[src/rtl/accum_pkg.sv]
// accum_pkg: state encoding and default sizing for the sum accumulator
package accum_pkg;
  typedef enum logic {ACCUM = 1'b0, HOLD = 1'b1} state_t;
  localparam int DEF_IN_W = 5;
  localparam int DEF_N_TERMS = 4;
  localparam int DEF_ACC_W = 7;
endpackage

[src/rtl/sum_accumulator.sv]
// sum_accumulator: sums N_TERMS adder results per group and offers the total on a valid/ready port
module sum_accumulator
  import accum_pkg::*;
#(
  parameter int IN_W = DEF_IN_W,
  parameter int N_TERMS = DEF_N_TERMS,
  parameter int ACC_W = DEF_ACC_W,
  parameter int CNT_W = 2
) (
  input  logic             clk,
  input  logic             rst,
  input  logic             in_valid,
  output logic             in_ready,
  input  logic [IN_W-1:0]  in_data,
  output logic             out_valid,
  input  logic             out_ready,
  output logic [ACC_W-1:0] out_data,
  output logic             out_ovf
);
  state_t state, stateNext;
  logic [ACC_W-1:0] acc, accNext;
  logic [CNT_W-1:0] cnt, cntNext;
  logic ovf, ovfNext;
  logic [ACC_W:0] sum;
  logic take, lastBeat;
  assign sum = {1'b0, acc} + {{(ACC_W+1-IN_W){1'b0}}, in_data};
  assign take = in_valid && in_ready;
  assign lastBeat = cnt == CNT_W'(N_TERMS - 1);
  assign in_ready = state == ACCUM;
  assign out_valid = state == HOLD;
  // Partial totals stay hidden until the group is complete
  assign out_data = out_valid ? acc : '0;
  assign out_ovf = out_valid && ovf;
  always_comb begin
    stateNext = state;
    accNext = acc;
    cntNext = cnt;
    ovfNext = ovf;
    if (take) begin
      accNext = sum[ACC_W-1:0];
      ovfNext = ovf | sum[ACC_W];
      cntNext = lastBeat ? '0 : cnt + CNT_W'(1);
      stateNext = lastBeat ? HOLD : ACCUM;
    end else if (out_valid && out_ready) begin
      accNext = '0;
      ovfNext = 1'b0;
      stateNext = ACCUM;
    end
  end
  always_ff @(posedge clk or posedge rst) begin
    if (rst) begin
      state <= ACCUM;
      acc <= '0;
      cnt <= '0;
      ovf <= 1'b0;
    end else begin
      state <= stateNext;
      acc <= accNext;
      cnt <= cntNext;
      ovf <= ovfNext;
    end
  end
endmodule

[config.mk]
export PLATFORM = sky130hd
export DESIGN_NAME = sum_accumulator
export DESIGN_NICKNAME = d
export VERILOG_FILES = /design/src/rtl/accum_pkg.sv /design/src/rtl/sum_accumulator.sv
export SDC_FILE = /design/constraint.sdc
export NUM_CORES = 1
export LEC_CHECK = 0
export BUFFER_PORTS_ARGS = -buffer_cell sky130_fd_sc_hd__buf_2
export CAP_MARGIN = 20
export CORE_ASPECT_RATIO = 0.75
export CORE_MARGIN = 1.5
export CORE_UTILIZATION = 32
export CTS_CLUSTER_SIZE = 12
export DETAILED_ROUTE_END_ITERATION = 16
export SYNTH_ARGS = -nofsm -noshare
export SYNTH_HDL_FRONTEND = slang
export SYNTH_SLANG_ARGS = --single-unit
[constraint.sdc]
create_clock -name clk -period 3.9 [get_ports clk]
set_input_delay 0.78 -clock clk [delete_from_list [all_inputs] [get_ports clk]]
set_output_delay 0.78 -clock clk [all_outputs]
set_load 0.1 [all_outputs]
After elaboration in Yosys (flattened, before gate mapping)
Cells that the tools add are included.
- flip-flop bits (word level): 11
- input port bits: 9
- output and inout bits: 10
- logic and storage cells: 21
- $add $sub $neg: 2
- equality and inequality tests: 1
- muxes and demuxes: 8
- bitwise operators: 2
- reductions and logical operators: 4
- operator list (operator ; number):
    $mux W7 ; 3
    $add A7 B5 Y8 ; 1
    $mux W1 ; 4
    $logic_and A1 B1 Y1 ; 3
    $add A2 B1 Y2 const B ; 1
    $eq A2 B2 Y1 const B ; 1
    $mux W2 ; 1
    $reduce_bool A2 Y1 ; 1
    $not A1 Y1 ; 1
    $or A1 B1 Y1 ; 1

Logic depth before layout (Yosys ltp)
- depth after elaboration: 3
- mapped depth: 7
- gate-level depth less buffers: 7

Worst setup path after synthesis
OpenSTA, ideal clock, no wires.
- path kind: register to output
- from: register state (netlist: out_valid)
- to: output out_data[5]
- data arrival time: 3.102 ns
- required time: 3.120 ns
- slack: 0.018 ns
- cell stages (with the launch flop): 3
- path buffers: 0
- cells stage by stage: dfrtp_1 > inv_1 > nor2_1
- cells in the longest elaborated chain, start to end: 1
- RTL lines (what ; line ; text):
    start, declared ; sum_accumulator.sv:20 ; state_t state, stateNext;
    start signal, assigned ; sum_accumulator.sv:57 ; state <= stateNext;
    $mux W7 ; sum_accumulator.sv:32 ; assign out_data = out_valid ? acc : '0;
    end, declared ; sum_accumulator.sv:17 ; output logic [ACC_W-1:0] out_data,
No other way between the ends.

Worst setup path in the final report
Ends and elaborated chain as after synthesis.

==> flow_summary.json <==
{
  "synth_top_area_share": 0.376,
  "start_util": 0.351,
  "clockRootBuffer": "clkbuf_4",
  "syn-num-nets": 96,
  "yosysMostFrequentCell": "dfrtp_1",
  "r2r_start": "acc[0]",
  "vias": 601,
  "dieArea_um2": 2590,
  "ys_warn_count": 0,
  "peakVddDrop_mv": 0.479,
  "max_cap_violations": 0,
  "numClockSinks": 11,
  "numCtsBuffers": 3,
  "final_core_util": 0.414,
  "drive_above_1_share": 0.250,
  "power.density_nw_per_um2": 942,
  "power.leakage_nw": 0.459,
  "synthArstFlopShare": 1.00,
  "placedCellCount": 120,
  "syn_avg_cell_area_um2": 9.15,
  "die_width_um": 58.2,
  "antenna_found_initial": 0,
  "core_um2": 2080,
  "cts_tree": "built",
  "fin_skew_ns": 0.00253,
  "yosys.area.top_type": "dfrtp_1",
  "maxSlewHeadroom": 0.676,
  "finalSetupTns_ns": 0,
  "fmax_mhz": 434,
  "fin_crit_ns": 2.31,
  "grt_setup_unrepaired": "false",
  "antennaDiodeCount": 0,
  "postCtsResizedCells": 0,
  "clkLatencyLatePin_ns": 0.27,
  "hold_buffers": 0,
  "period_share": 0.591,
  "min_to": "acc[5]",
  "cts-htree-levels": 1,
  "syn2layout_area_growth_pct": 17.9,
  "tightest_slew_ns": 0.489,
  "start_kind": "flip-flop",
  "fin_cells": 124,
  "syn_area_um2": 732,
  "outcome": "complete, no violations",
  "grt_usage": 0.134,
  "wl_per_cell_um": 11.9,
  "grt_pass1_wl_um": 2550,
  "synth_common_cells": "dfrtp_1, inv_1, nor2_1",
  "r2r_end": "acc[6]",
  "drv_slew": 0,
  "setup_viol": 0,
  "hold_class": "reg2reg",
  "place_congestion": 0.844,
  "arrival_ns": 1.53,
  "grt_pass1_vias": 569,
  "reg2reg_depth": 7,
  "path_class": "reg2out",
  "overflow": 0,
  "hold_viol": 0,
  "drtIter0Drc": 21,
  "die_y_um": 44.4,
  "routed_wirelength_um": 1470,
  "ios": 19,
  "drc_errors": 0,
  "synth-seq-cells": 11,
  "cp_max_fo": 14,
  "clockBufferDepth": 2,
  "pre_cts_ws_ns": 1.70,
  "rows": 14,
  "dp.final_hpwl_um": 1160,
  "endpoint_kind": "output port",
  "routed_via_density": 4.85,
  "required_ns": 3.12,
  "fin_total_pwr_mw": 0.813,
  "synth_area_leaders": "dfrtp_1, ha_1, mux2i_1, inv_1, nor2_1",
  "nNetsFinal": 117,
  "yosysSeqAreaShare": 0.376,
  "setup_slack_ns": 1.59,
  "synth_cells": 80,
  "first_pass_iters": 4,
  "r2r_setup_slack_ns": 2.20,
  "ant_nets": 0,
  "nFillCells": 237,
  "synth_ff_type": "dfrtp_1",
  "hp-start": "acc[5]",
  "hold_depth": 1,
  "clk_pin_slew_worst_paths_ns": 0.07,
  "ys_types": 26,
  "grt_start_max_net_pins": 15,
  "postCtsSetupBuffers": 0,
  "numPortBuffers": 18,
  "synth_edf_count": 0
}
## routing by layer
layer  GRT usage  up-vias  wire length (um)
li1            -      309                 -
met5           0        -                 0
met1       0.186      276               752
met4      0.0140        0                 0
met3      0.0614        0                79
met2       0.200       16               641
## cell usage in the layout (no fill, tap or decap)
cell type	instances
a211oi_2	1
a21o_1	1
a21oi_1	2
a32o_1	1
and2_1	4
buf_2	18
clkbuf_1	1
clkbuf_4	3
dfrtp_1	11
fa_1	1
ha_1	6
inv_1	10
mux2_1	1
mux2i_1	4
nand2_1	7
nand2b_1	2
nand3_1	2
nor2_1	9
nor2_4	1
nor3_1	1
nor3_2	1
o21a_2	1
o21ai_0	3
o21ai_1	2
o22ai_1	4
o31ai_1	1
xnor2_1	2
## kinds of logic (layout without fill, tap and decap cells)
family | Yosys count | after routing | synth area share
and+or+nand+nor | 27 | 27 | 0.183
muxes | 5 | 5 | 0.0701
adders and majority gates | 7 | 7 | 0.130
buffers and inverters | 12 | 32 | 0.0718
AOI/OAI and AO/OA | 16 | 16 | 0.145
xor gates and xnor gates | 2 | 2 | 0.0239
DFF | 11 | 11 | 0.376
## worst max-delay path, cell delays in order, from the launching register on
cell and delay (ns):
dfrtp_1 0.58, inv_1 0.14, nor2_1 0.11, buf_2 0.42
## flip-flops by register name (all words and copies together), names as in the netlist
| signal | count |
|---|---|
| cnt | 2 |
| ovf | 1 |
| out_valid | 1 |
| acc | 7 |
## area by class of cell
type / instances / area [um^2] / area share
inverter: 10 / 37.5 / 0.0435
multi-input combinational: 57 / 404 / 0.468
clock buffer: 4 / 26.3 / 0.0304
timing repair buffer: 18 / 90.1 / 0.104
sequential: 11 / 275 / 0.319
tap: 24 / 30.0 / 0.0348
## power breakdown
group,leakage (nW),switching (mW),internal (mW)
clock network,0.0150,0.0401,0.0396
registers,0.136,0.0520,0.170
logic,0.308,0.357,0.155
## metrics by stage
stage	cell area (um^2)	hold WS (ns)
2_1_floorplan	732	0.448
3_3_place_gp	837	0.463
3_5_place_dp	837	0.476
4_1_cts	863	0.488
5_1_grt	863	0.508
6_report	863	0.483
## how the worst max path moves through the flow
stage | from | to | slack, ns | cells past startpoint
2_1_floorplan | out_valid | out_data[5] | 0.02 | 2
3_3_place_gp | in_data[0] | acc[6] | 1.75 | 8
3_5_place_dp | in_data[0] | acc[6] | 1.70 | 8
4_1_cts | out_valid | out_data[5] | 1.56 | 3
5_1_grt | out_valid | out_data[5] | 1.46 | 3
6_report | out_valid | out_data[5] | 1.59 | 3
(Power assumes the default switching activity.)
